$ cat src/rtl/hex_display_pkg.sv
// Shared types and constants for the seven-segment display output stage.
// Segment patterns are active-low with bit order {g,f,e,d,c,b,a}.
package hex_display_pkg;

    typedef enum logic [1:0] {
        IDLE,
        CONV,
        LOAD
    } state_t;

    localparam logic [6:0] SEG_BLANK = 7'h7F;
    localparam logic [6:0] SEG_DASH  = 7'b0111111;

    localparam logic [6:0] SEG_0 = 7'b1000000;
    localparam logic [6:0] SEG_1 = 7'b1111001;
    localparam logic [6:0] SEG_2 = 7'b0100100;
    localparam logic [6:0] SEG_3 = 7'b0110000;
    localparam logic [6:0] SEG_4 = 7'b0011001;
    localparam logic [6:0] SEG_5 = 7'b0010010;
    localparam logic [6:0] SEG_6 = 7'b0000010;
    localparam logic [6:0] SEG_7 = 7'b1111000;
    localparam logic [6:0] SEG_8 = 7'b0000000;
    localparam logic [6:0] SEG_9 = 7'b0010000;
    localparam logic [6:0] SEG_A = 7'b0001000;
    localparam logic [6:0] SEG_B = 7'b0000011;
    localparam logic [6:0] SEG_C = 7'b1000110;
    localparam logic [6:0] SEG_D = 7'b0100001;
    localparam logic [6:0] SEG_E = 7'b0000110;
    localparam logic [6:0] SEG_F = 7'b0001110;

    // Largest value that fits in eight decimal digits.
    localparam logic [31:0] DEC_MAX = 32'd99_999_999;

    localparam int DIGITS = 8;
    localparam int BCD_W  = 40;

endpackage

$ cat src/rtl/seg7_encode.sv
// Combinational nibble to seven-segment pattern map (0-9, A-F).
// Ports:
//   nib  in  4  value to render
//   seg  out 7  active-low segments {g,f,e,d,c,b,a}
module seg7_encode
    import hex_display_pkg::*;
(
    input  logic [3:0] nib,
    output logic [6:0] seg
);

    always_comb begin
        seg = SEG_BLANK;
        case (nib)
            4'h0: seg = SEG_0;
            4'h1: seg = SEG_1;
            4'h2: seg = SEG_2;
            4'h3: seg = SEG_3;
            4'h4: seg = SEG_4;
            4'h5: seg = SEG_5;
            4'h6: seg = SEG_6;
            4'h7: seg = SEG_7;
            4'h8: seg = SEG_8;
            4'h9: seg = SEG_9;
            4'hA: seg = SEG_A;
            4'hB: seg = SEG_B;
            4'hC: seg = SEG_C;
            4'hD: seg = SEG_D;
            4'hE: seg = SEG_E;
            4'hF: seg = SEG_F;
            default: seg = SEG_BLANK;
        endcase
    end

endmodule

$ cat src/rtl/hex_bcd_display.sv
// Display output stage: accepts a 32-bit value over valid/ready and drives
// eight registered seven-segment digits, either as raw hex or as decimal
// via a one-bit-per-cycle double-dabble conversion.
// Ports:
//   clk, rst        clock, synchronous active-high reset
//   in_valid/in_data/in_dec  value handshake; in_dec selects decimal mode
//   in_ready, busy  idle indication and its complement
//   ovf             last accepted decimal value exceeded 99_999_999
//   HEX0..HEX7      active-low segments, HEX0 least-significant digit
module hex_bcd_display
    import hex_display_pkg::*;
#(
    parameter bit BLANK_LZ = 1'b1
) (
    input  logic        clk,
    input  logic        rst,
    input  logic        in_valid,
    input  logic [31:0] in_data,
    input  logic        in_dec,
    output logic        in_ready,
    output logic        busy,
    output logic        ovf,
    output logic [6:0]  HEX0,
    output logic [6:0]  HEX1,
    output logic [6:0]  HEX2,
    output logic [6:0]  HEX3,
    output logic [6:0]  HEX4,
    output logic [6:0]  HEX5,
    output logic [6:0]  HEX6,
    output logic [6:0]  HEX7
);

    localparam logic [6:0] SEG_UPPER_RST = BLANK_LZ ? SEG_BLANK : SEG_0;

    state_t             state, state_n;
    logic [4:0]         cnt;
    logic [BCD_W-1:0]   bcd;
    logic [BCD_W-1:0]   bcd_adj;
    logic [31:0]        bin;
    logic               dec_q;
    logic               big_q;
    logic [6:0]         seg_q   [DIGITS];
    logic [6:0]         seg_enc [DIGITS];
    logic [3:0]         nib     [DIGITS];
    logic [DIGITS-1:0]  lz;
    logic               accept;

    assign in_ready = (state == IDLE);
    assign busy     = !in_ready;
    assign accept   = in_valid && in_ready;

    always_ff @(posedge clk) begin
        if (rst) begin
            state <= IDLE;
        end else begin
            state <= state_n;
        end
    end

    always_comb begin
        state_n = state;
        case (state)
            IDLE: if (accept) state_n = in_dec ? CONV : LOAD;
            CONV: if (cnt == 5'd31) state_n = LOAD;
            LOAD: state_n = IDLE;
            default: state_n = IDLE;
        endcase
    end

    // Double-dabble correction: any BCD nibble >= 5 gets +3 before the shift.
    always_comb begin
        bcd_adj = bcd;
        for (int k = 0; k < BCD_W / 4; k++) begin
            if (bcd[4*k +: 4] >= 4'd5) begin
                bcd_adj[4*k +: 4] = bcd[4*k +: 4] + 4'd3;
            end
        end
    end

    // lz[i] is set when digit i and every digit above it are zero.
    always_comb begin
        lz = '1;
        for (int i = 0; i < DIGITS; i++) begin
            for (int j = i; j < DIGITS; j++) begin
                if (bcd[4*j +: 4] != 4'd0) lz[i] = 1'b0;
            end
        end
    end

    // In hex mode bin is untouched since accept, so it still holds the value.
    always_comb begin
        for (int i = 0; i < DIGITS; i++) begin
            nib[i] = dec_q ? bcd[4*i +: 4] : bin[4*i +: 4];
        end
    end

    for (genvar g = 0; g < DIGITS; g++) begin : g_enc
        seg7_encode u_enc (
            .nib (nib[g]),
            .seg (seg_enc[g])
        );
    end

    always_ff @(posedge clk) begin
        if (rst) begin
            cnt      <= '0;
            bcd      <= '0;
            ovf      <= 1'b0;
            seg_q[0] <= SEG_0;
            for (int i = 1; i < DIGITS; i++) seg_q[i] <= SEG_UPPER_RST;
        end else begin
            case (state)
                IDLE: begin
                    if (accept) begin
                        bin   <= in_data;
                        dec_q <= in_dec;
                        big_q <= (in_data > DEC_MAX);
                        cnt   <= '0;
                        bcd   <= '0;
                    end
                end
                CONV: begin
                    bcd <= {bcd_adj[BCD_W-2:0], bin[31]};
                    bin <= {bin[30:0], 1'b0};
                    cnt <= cnt + 5'd1;
                end
                LOAD: begin
                    ovf <= dec_q && big_q;
                    for (int i = 0; i < DIGITS; i++) begin
                        if (dec_q && big_q)
                            seg_q[i] <= SEG_DASH;
                        else if (BLANK_LZ && dec_q && (i != 0) && lz[i])
                            seg_q[i] <= SEG_BLANK;
                        else
                            seg_q[i] <= seg_enc[i];
                    end
                end
                default: ;
            endcase
        end
    end

    assign HEX0 = seg_q[0];
    assign HEX1 = seg_q[1];
    assign HEX2 = seg_q[2];
    assign HEX3 = seg_q[3];
    assign HEX4 = seg_q[4];
    assign HEX5 = seg_q[5];
    assign HEX6 = seg_q[6];
    assign HEX7 = seg_q[7];

endmodule

$ cat config.mk
export PLATFORM = sky130hd
export DESIGN_NAME = hex_bcd_display
export DESIGN_NICKNAME = d
export VERILOG_FILES = /design/src/rtl/hex_display_pkg.sv /design/src/rtl/seg7_encode.sv /design/src/rtl/hex_bcd_display.sv
export SDC_FILE = /design/constraint.sdc
export NUM_CORES = 1
export LEC_CHECK = 0
export CORE_MARGIN = 2
export CORE_UTILIZATION = 38
export DETAILED_ROUTE_END_ITERATION = 8
export GPL_ROUTABILITY_DRIVEN = 0
export HOLD_SLACK_MARGIN = 0.1
export SLEW_MARGIN = 30
export SYNTH_ARGS = -nofsm -noshare
export SYNTH_HDL_FRONTEND = slang
export SYNTH_HIERARCHICAL = 1
export SYNTH_SLANG_ARGS = --single-unit
$ cat constraint.sdc
create_clock -name clk -period 6.47 [get_ports clk]
set_clock_uncertainty 0.15 [all_clocks]
set_input_delay 1.294 -clock clk [delete_from_list [all_inputs] [get_ports clk]]
set_output_delay 1.294 -clock clk [all_outputs]
set_load 0.1 [all_outputs]
==> out/summary.log <==
[cells_and_area] number of antenna repair diodes 0
[sta] setup TNS 0 ns
[cts] CTS tree yes
[worst_setup_path] Data arrival, critical path 2.66 ns
[cts] maximum number of buffers from clock root to sink 2
[cts] CTS root buffer sky130_fd_sc_hd__clkbuf_16
[place] half-perimeter wire length of the detailed placement result 14600 µm
[floorplan] row cnt 56
[route] routed via count divided by cell count 5.18
[sta] final critical delay including setup and external delays 4.10 ns
[sta] Max Clk Rate 0.244 GHz
[sta] hold violation total from the final report 0
[sta] worst hold slack across all endpoints 0.322 ns
[cells_and_area] most frequent cells in the layout sky130_fd_sc_hd__nand2_1 (113), sky130_fd_sc_hd__clkdlybuf4s50_1 (94), sky130_fd_sc_hd__edfxtp_1 (90), sky130_fd_sc_hd__ha_1 (81), sky130_fd_sc_hd__nor2_1 (61)
[global_routing] maximum number of pins on one net before global-route repair 40
[global_routing] antenna violations before repair 0
[cts] Num Clock Sinks 130
[cells_and_area] most common cell after layout, fill and taps aside sky130_fd_sc_hd__nand2_1
[power] total power density per cell area 213 mW/mm²
[sta] worst max-slew margin expressed relative to the limit 34.1%
[sta] setup ws final 2.37 ns
[flow_run] Max Cap Violations 0
[route] Detail Route met2 WL 10200 µm
[cts] H-tree level count 4
[route] DR WL/cell 16.3 µm
[worst_setup_path] critical path launch point type flop
[min_path] worst hold path class flop to flop
[route] Routed met3 length 836 µm
[sta] setup repair after global routing missed its margin no
[route] highest metal layer used by the detailed router met4
[floorplan] die area 0.0250 mm²
[logic_synthesis] area fraction of the dominant cell type after synthesis 30.0%
[sta] final slew viol count 0
[worst_setup_path] type of the worst setup path flop to primary output
[place] dpl ws 2.47 ns
[cells_and_area] fin nets 1085
[global_routing] total routing usage reported by global routing 17.4%
[cts] post-CTS setup buffer count 0
[cells_and_area] share of cells above drive strength 1 9.58%
[floorplan] die width 158 µm
[logic_synthesis] sequential share of the synthesized area 38.9%
[global_routing] leftover overflow at the end of global routing 0
[logic_synthesis] largest area contributor in the netlist sky130_fd_sc_hd__edfxtp_1
[logic_synthesis] number of flops mapped to enable cells by yosys 90
[place] quantity of I/O buffers inserted on ports 94
[floorplan] I/O pin total 95
[logic_synthesis] cell count after synthesis 899
[route] M1 WL 9930 µm
[route] vias after detailed routing 6734
[route] number of remaining DRC errors 0
[sta] Finish-stage setup viols 0
[cells_and_area] Util after Layout 45.5%
[logic_synthesis] Cell Area, Synth 0.00901 mm²
[route] router iterations before antenna repair 5
[cts] Reg clk slew, reported paths 0.06 ns
[logic_synthesis] most used flip-flop cell after synthesis sky130_fd_sc_hd__edfxtp_1
[power] static power due to leakage 3.78 nW
[worst_setup_path] Crit. End Element primary output
[cells_and_area] Syn-to-layout area delta 18.1%
[logic_synthesis] register bit count reported by yosys 130
[floorplan] initial core utilization 38.5%
[sta] Slew @ Worst Pin 0.985 ns
[worst_setup_path] maximum fanout along the worst path 18
[logic_synthesis] post-synth net total 1016
[sta] final worst path period share 63.4%
[cts] worst-skew pair later-pin latency 0.42 ns
[global_routing] global-route wire length before repair 33700 µm
[route] Routed Antenna Nets 0
[worst_setup_path] endpoint required time on the critical path 5.03 ns
[cts] hold-fix buffers at CTS 0
[logic_synthesis] mean instance size in the synthesized netlist 10.0 µm²
[floorplan] die boundary height 158 µm
[global_routing] via count of the first global-routing pass 6484
[route] First DRT Iteration DRCs 422
[floorplan] CORE AREA 0.0234 mm²
[logic_synthesis] count of cell types in the netlist 58
[logic_synthesis] number of warning messages in the yosys log 6
[cts] total CTS buffers 17
[logic_synthesis] cell types with the largest area share after synthesis sky130_fd_sc_hd__edfxtp_1 (30%), sky130_fd_sc_hd__ha_1 (11%), sky130_fd_sc_hd__dfxtp_1 (8.9%)
[logic_synthesis] post-synthesis async set-or-reset flop share 0%
[cts] Resized cells post-CTS 0
[power] Peak supply drop 0.000148 V
[route] Routed Wire Length 21200 µm
[run_status] status finished clean
-- where the power goes --
group	switching, mW	leakage [nW]	internal (mW)
clock	0.347	0.257	0.576
combinational	0.253	2.45	0.142
sequential	0.0185	1.06	0.926
-- cells by family after synthesis --
family | after synthesis | share of synthesized area, %
simple gates | 322 | 19.3
compound gates | 170 | 13.0
flops | 130 | 38.9
buf+inv | 113 | 6.41
mux | 82 | 11.1
fa+ha+maj | 81 | 11.2
xor+xnor | 1 | 0.0972
-- through the flow --
stage                     cell area (µm²)  total power [mW]  cells
after floorplan                      9010              1.26    899
final                               10600              2.26   1300
after global placement              10100              1.35   1266
after detailed placement            10100              1.36   1268
after global routing                10600              2.35   1300
after CTS                           10600              2.28   1300
-- sequential cells by signal, indices dropped and copies added, names as in the netlist --
signal,count
bcd,32
big_q,1
bin,32
cnt,5
dec_q,1
ovf,1
seg_q,56
state,2
-- routing by layer --
layer | vias to the layer above | GRT usage [%]
met1 | 3188 | 23.1
met2 | 137 | 28.9
li1 | 3396 | -
met5 | - | 0
met3 | 13 | 3.78
met4 | 0 | 4.46
-- cell usage after synthesis, types with 12 or more instances --
| master | instances |
|---|---|
| sky130_fd_sc_hd__mux2_2 | 40 |
| sky130_fd_sc_hd__mux2i_1 | 34 |
| sky130_fd_sc_hd__buf_6 | 15 |
| sky130_fd_sc_hd__nor2_1 | 62 |
| sky130_fd_sc_hd__o2111ai_1 | 16 |
| sky130_fd_sc_hd__a22o_1 | 16 |
| sky130_fd_sc_hd__buf_2 | 20 |
| sky130_fd_sc_hd__ha_1 | 81 |
| sky130_fd_sc_hd__dfxtp_1 | 40 |
| sky130_fd_sc_hd__o21ai_0 | 50 |
| sky130_fd_sc_hd__nor3_1 | 19 |
| sky130_fd_sc_hd__edfxtp_1 | 90 |
| sky130_fd_sc_hd__clkbuf_1 | 14 |
| sky130_fd_sc_hd__nand3_1 | 12 |
| sky130_fd_sc_hd__a21oi_1 | 26 |
| sky130_fd_sc_hd__nand3b_1 | 33 |
| sky130_fd_sc_hd__nand2_1 | 113 |
| sky130_fd_sc_hd__inv_1 | 59 |
| sky130_fd_sc_hd__nand2b_1 | 16 |
| sky130_fd_sc_hd__o211ai_1 | 19 |
-- layout make-up --
type                       instances  area (µm²)
clock buffer                      27         473
clock inverter                     5        78.8
fill                            2259       12800
inverter                          59         221
multi-input combinational        656        4950
sequential                       130        3500
tap                              319         399
timing repair buffer             104        1020
-- worst max-delay path: stages, from the launching register on --
cell and delay (ns):
sky130_fd_sc_hd__dfxtp_1 0.86, sky130_fd_sc_hd__or2_2 0.25, sky130_fd_sc_hd__clkdlybuf4s50_1 1.13
-- final timing paths --
check	endpoint	start	cells after the start	slack (ns)
max	busy	state[1]$_SDFFE_PP0P_	2	2.37
min	ovf$_SDFFE_PP0N_	ovf$_SDFFE_PP0N_	2	0.32
max reg2reg	seg_q[0][21]$_SDFFCE_PN1P_	dec_q$_DFFE_PP_	9	3.69
min reg2reg	ovf$_SDFFE_PP0N_	ovf$_SDFFE_PP0N_	2	0.32
Note: power is estimated with default switching activity, not from simulation.
